## config.mk

```make
export PLATFORM = sky130hd
export DESIGN_NAME = pc_fetch_unit_flat
export DESIGN_NICKNAME = d
export VERILOG_FILES = /design/src/rtl/pc_fetch_unit_if.sv /design/src/rtl/pc_fetch_unit.sv /design/src/flat_wrapper.sv
export SDC_FILE = /design/constraint.sdc
export NUM_CORES = 1
export LEC_CHECK = 0
export ABC_AREA = 1
export BUFFER_PORTS_ARGS = -buffer_cell sky130_fd_sc_hd__buf_2
export CORE_UTILIZATION = 56
export DETAILED_ROUTE_END_ITERATION = 6
export GPL_TIMING_DRIVEN = 1
export PLACE_DENSITY = 0.95
export SLEW_MARGIN = 30
export SYNTH_ARGS = -nofsm -noshare
export SYNTH_HDL_FRONTEND = slang
export SYNTH_SLANG_ARGS = --single-unit
export TNS_END_PERCENT = 1
```

## constraint.sdc

```tcl
create_clock -name clock -period 2.9 [get_ports clock]
set_input_delay 0.435 -clock clock [delete_from_list [all_inputs] [get_ports clock]]
set_output_delay 0.435 -clock clock [all_outputs]
set_load 0.03 [all_outputs]
```

## src/rtl/pc_fetch_unit_if.sv

```systemverilog
// ROM-side fetch bus: address out from the fetch unit, data and data-valid back from the ROM.
interface pc_fetch_unit_if #(
  parameter int PC_WIDTH    = 32,
  parameter int INSTR_WIDTH = 32
);
  logic [PC_WIDTH-1:0]    pc_out;
  logic [INSTR_WIDTH-1:0] instr_in;
  logic                   instr_valid;

  modport master (output pc_out, input instr_in, input instr_valid);
  modport slave  (input pc_out, output instr_in, output instr_valid);
endinterface

```

## src/rtl/pc_fetch_unit.sv

```systemverilog
// Instruction-fetch front end: PC register, IF/ID latch, trap/branch redirect, EPC capture
// and saturating stall/redirect counters.
module pc_fetch_unit #(
  parameter int                    PC_WIDTH     = 32,
  parameter int                    INSTR_WIDTH  = 32,
  parameter int unsigned           PC_STEP      = 1,
  parameter logic [PC_WIDTH-1:0]   RESET_VECTOR = '0,
  parameter logic [PC_WIDTH-1:0]   TRAP_VECTOR  = PC_WIDTH'('h10),
  parameter logic [INSTR_WIDTH-1:0] NOP_INSTR   = '0,
  parameter int                    CNT_WIDTH    = 16
) (
  input  logic                   clock,
  input  logic                   reset,
  pc_fetch_unit_if.master        rom,
  input  logic                   stall,
  input  logic                   branch_taken,
  input  logic [PC_WIDTH-1:0]    branch_target,
  input  logic                   trap_req,
  output logic [INSTR_WIDTH-1:0] instr_ID,
  output logic [PC_WIDTH-1:0]    pc_ID,
  output logic                   valid_ID,
  output logic                   flush_out,
  output logic [PC_WIDTH-1:0]    epc_out,
  output logic [CNT_WIDTH-1:0]   stall_cnt,
  output logic [CNT_WIDTH-1:0]   redirect_cnt
);

  localparam logic [PC_WIDTH-1:0]  STEP    = PC_WIDTH'(PC_STEP);
  localparam logic [CNT_WIDTH-1:0] CNT_MAX = '1;

  typedef enum logic [2:0] {
    SEL_TRAP,
    SEL_BRANCH,
    SEL_STALL,
    SEL_BUBBLE,
    SEL_ADVANCE
  } sel_t;

  sel_t                   sel;
  logic [PC_WIDTH-1:0]    pc_q;
  logic [PC_WIDTH-1:0]    pc_next;
  logic [INSTR_WIDTH-1:0] instr_next;
  logic [PC_WIDTH-1:0]    pc_id_next;
  logic                   valid_next;
  logic [PC_WIDTH-1:0]    epc_next;
  logic                   stall_inc;
  logic                   redirect_inc;

  assign rom.pc_out = pc_q;
  assign flush_out  = branch_taken | trap_req;

  // Trap beats branch, branch beats stall, stall beats a ROM wait; a wait only inserts a bubble.
  always_comb begin
    sel = SEL_ADVANCE;
    if (trap_req)
      sel = SEL_TRAP;
    else if (branch_taken)
      sel = SEL_BRANCH;
    else if (stall)
      sel = SEL_STALL;
    else if (!rom.instr_valid)
      sel = SEL_BUBBLE;
  end

  always_comb begin
    pc_next      = pc_q;
    instr_next   = instr_ID;
    pc_id_next   = pc_ID;
    valid_next   = valid_ID;
    epc_next     = epc_out;
    stall_inc    = 1'b0;
    redirect_inc = 1'b0;
    unique case (sel)
      SEL_TRAP: begin
        pc_next      = TRAP_VECTOR;
        epc_next     = valid_ID ? pc_ID : pc_q;
        instr_next   = NOP_INSTR;
        pc_id_next   = '0;
        valid_next   = 1'b0;
        redirect_inc = 1'b1;
      end
      SEL_BRANCH: begin
        pc_next      = branch_target;
        instr_next   = NOP_INSTR;
        pc_id_next   = '0;
        valid_next   = 1'b0;
        redirect_inc = 1'b1;
      end
      SEL_STALL: begin
        stall_inc = 1'b1;
      end
      SEL_BUBBLE: begin
        instr_next = NOP_INSTR;
        valid_next = 1'b0;
      end
      SEL_ADVANCE: begin
        instr_next = rom.instr_in;
        pc_id_next = pc_q;
        valid_next = 1'b1;
        pc_next    = pc_q + STEP;
      end
      default: ;
    endcase
  end

  always_ff @(posedge clock or negedge reset) begin
    if (!reset) begin
      pc_q     <= RESET_VECTOR;
      instr_ID <= NOP_INSTR;
      pc_ID    <= '0;
      valid_ID <= 1'b0;
      epc_out  <= '0;
    end else begin
      pc_q     <= pc_next;
      instr_ID <= instr_next;
      pc_ID    <= pc_id_next;
      valid_ID <= valid_next;
      epc_out  <= epc_next;
    end
  end

  // Counters stick at all-ones rather than wrapping so long runs stay meaningful.
  always_ff @(posedge clock or negedge reset) begin
    if (!reset) begin
      stall_cnt    <= '0;
      redirect_cnt <= '0;
    end else begin
      if (stall_inc && stall_cnt != CNT_MAX)
        stall_cnt <= stall_cnt + 1'b1;
      if (redirect_inc && redirect_cnt != CNT_MAX)
        redirect_cnt <= redirect_cnt + 1'b1;
    end
  end

endmodule

```

## src/flat_wrapper.sv

```systemverilog
// flat-port wrapper written by rule: the top's interface ports become plain ports
module pc_fetch_unit_flat 
#(
  parameter int                    PC_WIDTH     = 32,
  parameter int                    INSTR_WIDTH  = 32,
  parameter int unsigned           PC_STEP      = 1,
  parameter logic [PC_WIDTH-1:0]   RESET_VECTOR = '0,
  parameter logic [PC_WIDTH-1:0]   TRAP_VECTOR  = PC_WIDTH'('h10),
  parameter logic [INSTR_WIDTH-1:0] NOP_INSTR   = '0,
  parameter int                    CNT_WIDTH    = 16
)
  (clock, reset, stall, branch_taken, branch_target, trap_req, instr_ID, pc_ID, valid_ID, flush_out, epc_out, stall_cnt, redirect_cnt, rom_pc_out, rom_instr_in, rom_instr_valid);
  pc_fetch_unit_if #(.PC_WIDTH(PC_WIDTH), .INSTR_WIDTH(INSTR_WIDTH)) rom_i ();
  input  logic clock;
  input  logic reset;
  input  logic stall;
  input  logic branch_taken;
  input  logic [PC_WIDTH-1:0] branch_target;
  input  logic trap_req;
  output logic [INSTR_WIDTH-1:0] instr_ID;
  output logic [PC_WIDTH-1:0] pc_ID;
  output logic valid_ID;
  output logic flush_out;
  output logic [PC_WIDTH-1:0] epc_out;
  output logic [CNT_WIDTH-1:0] stall_cnt;
  output logic [CNT_WIDTH-1:0] redirect_cnt;
  output wire logic [$bits(rom_i.pc_out)-1:0] rom_pc_out;
  input wire logic [$bits(rom_i.instr_in)-1:0] rom_instr_in;
  input wire logic [$bits(rom_i.instr_valid)-1:0] rom_instr_valid;
  assign rom_pc_out = rom_i.pc_out;
  assign rom_i.instr_in = rom_instr_in;
  assign rom_i.instr_valid = rom_instr_valid;
  pc_fetch_unit #(.PC_WIDTH(PC_WIDTH), .INSTR_WIDTH(INSTR_WIDTH), .PC_STEP(PC_STEP), .RESET_VECTOR(RESET_VECTOR), .TRAP_VECTOR(TRAP_VECTOR), .NOP_INSTR(NOP_INSTR), .CNT_WIDTH(CNT_WIDTH)) u_core (.clock(clock), .reset(reset), .rom(rom_i), .stall(stall), .branch_taken(branch_taken), .branch_target(branch_target), .trap_req(trap_req), .instr_ID(instr_ID), .pc_ID(pc_ID), .valid_ID(valid_ID), .flush_out(flush_out), .epc_out(epc_out), .stall_cnt(stall_cnt), .redirect_cnt(redirect_cnt));
endmodule
```

# After elaboration in Yosys (flattened, before gate mapping)

Cells that the tools add are included.

Register bits after elaboration: 161
Output and inout port bits: 162

$add $sub $neg: 3
Eq/ne operators: 6
Multiplexer cells: 11
Bitwise gates (word level): 1
Reduce and logical (&&, ||, !) cells: 8

Operators with widths:

| operator                                                        | number |
|---|---|
| 32-bit case mux with 2 select lines                             | 2 |
| 32-bit case mux with 3 select lines                             | 1 |
| 16-bit by 1-bit adder with 16-bit output, second input constant | 2 |
| 32-bit by 1-bit adder with 32-bit output, second input constant | 1 |
| 32-bit two-way mux                                              | 1 |
| 16-bit != test, second input constant                           | 2 |
| 3-bit two-way mux                                               | 4 |
| 3-bit by 2-bit == test with 1-bit output, second input constant | 2 |
| 2-bit nonzero test                                              | 2 |
| 3-bit by 1-bit == test with 1-bit output, second input constant | 1 |
| 3-bit == test, second input constant                            | 1 |
| 3-bit zero test                                                 | 1 |
| 3-bit nonzero test                                              | 1 |
| 3-bit OR reduction                                              | 1 |
| 1-bit logical AND                                               | 2 |
| 1-bit two-way mux                                               | 2 |
| 1-bit case mux with 2 select lines                              | 1 |
| 2-bit OR reduction                                              | 1 |
| 1-bit OR                                                        | 1 |

# Logic depth before layout (Yosys ltp)

Word-level depth: 8
Depth in mapped cells: 11

# Least setup slack after synthesis

No wires, ideal clock.

Path type: flip-flop to flip-flop
From: reg u_core.redirect_cnt[0]
To: reg u_core.redirect_cnt[4]
Arrival: 1621 ps
Setup slack: 1156 ps
Stages on the path, launching flop included: 12
Path buffers: 1
Path through: dfrtp_1 > ha_1 > nand2_2 > nor2_4 > inv_2 > nor2_4 > nand3_2 > nand2_4 > inv_4 > buf_6 > nand3_1 > nand2_1

Word-level cells in the longest chain between the ends: 2
Elaborated cells on any way between the ends: 3
Classes of those cells: 1 x add/sub; 1 x eq/ne; 1 x reduce/logical

RTL lines:

| element                                                                          | RTL line             | text |
|---|---|---|
| start, declared                                                                  | pc_fetch_unit.sv:25  | `output logic [CNT_WIDTH-1:0] redirect_cnt` |
| start signal, assigned                                                           | pc_fetch_unit.sv:131 | `redirect_cnt <= redirect_cnt + 1'b1;` |
| branches (longest 2 deep; another with 16-bit by 1-bit adder with 16-bit output) | n/a                  |  |

Parallel ways; which one is timed is not known.
A chain may end at the register's enable or synchronous reset.

# Worst setup path in the final report

From: in trap_req
To: reg u_core.pc_q[23] (netlist: u_core.rom.pc_out[23])

Word-level cells in the longest chain between the ends: 3
Elaborated cells on any way between the ends: 6
Classes of those cells: 2 x eq/ne; 2 x mux; 2 x reduce/logical

RTL lines:

| element                                                                          | RTL line             | text |
|---|---|---|
| start, declared                                                                  | flat_wrapper.sv:19   | `input logic trap_req;` |
| 3-bit two-way mux (*)                                                            | pc_fetch_unit.sv:55  | `if (trap_req)` |
| 3-bit == test (tied with other cells)                                            | pc_fetch_unit.sv:73  | `unique case (sel)` |
| 32-bit case mux with 3 select lines / 3-bit nonzero test (equally long branches) | n/a                  |  |
| end signal, assigned                                                             | pc_fetch_unit.sv:114 | `pc_q <= pc_next;` |
| end, declared                                                                    | pc_fetch_unit.sv:40  | `logic [PC_WIDTH-1:0] pc_q;` |

Mark *: on every way between the ends. The rest lies on a longest branch, timed or not.

==> results.md <==
* Max incr delay on CP at 0.53 ns
* DP Area at roughly 9000 um2
* Critical path peak fanout at 25
* Clk_skew at 0.00897 ns
* Clk Latency, worst-skew pair at about 0.43 ns
* Most frequent cells in the layout: nand2_1 (314), buf_2 (230), dfrtp_1 (161)
* Final setup fails at 0
* Crit path kind: input pin to flop
* Util after Layout at slightly above 70%
* Initial Util at 57.4%
* Fillers at 1062
* Number of nets in the layout at about 1300
* IO Port Bufs at 231
* Fin area at 9800 um2
* Crit start category: input pin
* Worst setup EP type: flop
* Global route overflow at 0
* Min-Delay Path Class: input pin to flop
* Root Buffer: clkbuf_16
* Fin crit share at 69.8%
* Vias in the first global route at 7244
* Cell mode on critical path: nand2_1
* Worst-Margin Slew at 0.641 ns
* DR WL/cell at 16.4 um
* Chip height at 121 um
* Drt pass-1 iters at 6
* CP cell instances: buf_2 -> nor2_4 -> nand2_1 -> inv_1 -> buf_4 -> nand2_1 -> nand3_1
* Wire length on met2 at 11100 um
* Synth unique cells at 32
* Syn Inst Count at 990
* P_leak at 5.04 nW
* Htree depth at 4
* I/O Pins at 232
* Setup TNS at 0 ns
* #FFs+latches synth at about 160
* Vias per Instance at 5.65
* Post-synthesis sequential area ratio at 50.6%
* WL met1 at 9160 um
* Hold Violations, Final at 0
* YS warnings at 0
* Post-synthesis instance area at between 7000 and 8000 um2
* Worst path bufs/invs at 3
* Vias after detailed routing at 7928
* FP Rows at 43
* Worst path required time at roughly 3.3 ns
* Drt total wl at 23000 um
* Max Transition Viols Final at 0
* DIE AREA at 14700 um2
* Post-CTS Setup Inserts at 0
* Worst path top cell family by delay: buffers and inverters
* Metal3 WL at 1850 um
* Worst hold slack at between 0.2 and 0.25 ns
* CP max-delay cell: inv_1
* Most common cell after layout, fill and taps aside: nand2_1
* Antenna violations before repair at 0
* Worst path arrival time at 2.37 ns
* Ant. Diodes at 0
* DRC Markers at 0
* Clock sinks at 161
* Chip width at 121 um
* First-pass GRT wire length at roughly 36000 um
* Worst VDD drop at 0.000394 V
* Core Area at roughly 14000 um2
* Share of cells above drive strength 1 at 24.9%
* CTS tree: built
* Antenna Nets Post-Route at 0
* CTS Buf Count at 17
* Worst-path clk slew at 0.07 ns
* Pin count of the biggest net entering global routing at 73
* Layout area overhead at 23.0%
* Final GP Congestion at ~0.99
* Mapped Avg Cell Area at between 8 and 9 um2
* Syn_nets at 1063
* Power, Total at 6.03 mW
* Clock Tree Buf Depth at 2
* Fmax at ~490 MHz
* GR Util All Layers at 32.0%
* Max-slew headroom at 57.2%
* Max_cap viols at 0
* Status: complete, no violations
* Top layer in use: met4
* RSZ-0062 raised after global routing: false
* DP Wirelength at about 16000 um
* Initial drt markers at 858
* Power density over the cells at 616 nW/um2
* Min Tclk post-route at a little over 2 ns
==> worst paths after layout <==
check	startpoint	endpoint	slack (ns)	cells after the start
setup reg to reg	u_core.rom.pc_out[0]	u_core.rom.pc_out[16]	0.97	8
setup / recovery	trap_req	u_core.rom.pc_out[23]	0.88	7
min in group asynchronous	reset	u_core.instr_ID[12]	0.57	2
max in group asynchronous	reset	u_core.pc_ID[3]	1.51	3
hold / removal	rom_instr_in[13]	u_core.instr_ID[13]	0.22	2
hold reg to reg	u_core.epc_out[28]	u_core.epc_out[28]	0.48	2
==> logic make-up after synthesis <==
logic type	Yosys count	share of synthesized area (%)
compound gates	170	13.1
xor+xnor	27	2.97
fa+ha+maj	3	0.471
buf+inv	113	5.97
flops	161	50.6
simple gates	516	26.9
==> state kept, by name (all words and copies together), names as in the netlist <==
register,flops
u_core.pc_ID,32
u_core.instr_ID,32
u_core.redirect_cnt,16
u_core.stall_cnt,16
u_core.valid_ID,1
u_core.rom.pc_out,32
u_core.epc_out,32
==> timing repair <==
action | in CTS | in global routing
hold buffers | 1 | 0
gates resized for setup | 0 | 0
endpoints found under the hold margin | 23 | 0
==> metal layers <==
metal  vias up  track usage (%)
met5         -                0
met4         0             15.3
met3        79             6.67
met2       433             52.6
met1      3752             40.3
li1       3664                -
==> per-stage QoR <==
stage / cells / setup slack (ns)
floorplan: 990 / 1.16
global placement: 1370 / 0.707
detailed placement: 1370 / 0.605
CTS: 1403 / 0.965
global route: 1403 / 0.804
finish: 1403 / 0.876
==> cells in the mapped netlist, drive strengths merged <==
library cell	count	area share [%]
o211ai	9	0.85
clkbuf	18	0.85
nand3	73	4.8
a22o	32	3.5
inv	73	3.5
o22ai	1	0.079
dfrtp	161	51
ha	3	0.47
nor3	8	0.57
o21ai	122	8.2
nor2	111	5.9
nand2	317	15
nand3b	1	0.094
a21oi	4	0.25
xor2	23	2.5
xnor2	4	0.44
buf	22	1.6
a221oi	2	0.22
nand4	5	0.39
or2	1	0.079
==> layout make-up <==
type                            count  area, um2  share of cell area [%]
Clock inverter                     14        104                    1.06
Clock buffer                       18        439                    4.48
Timing Repair Buffer              241       1260                    12.9
Tap cell                          180        225                    2.30
Inverter                           73        277                    2.82
Sequential cell                   161       4030                    41.1
Multi-Input combinational cell    716       3460                    35.3
==> power by group <==
group          switching, mW  internal [mW]  leakage [nW]
Clock                  0.937           1.13         0.264
Sequential             0.225           2.44          2.16
Combinational          0.923          0.378          2.62
Total                   2.09           3.95          5.04
Note: power is estimated with default switching activity, not from simulation.
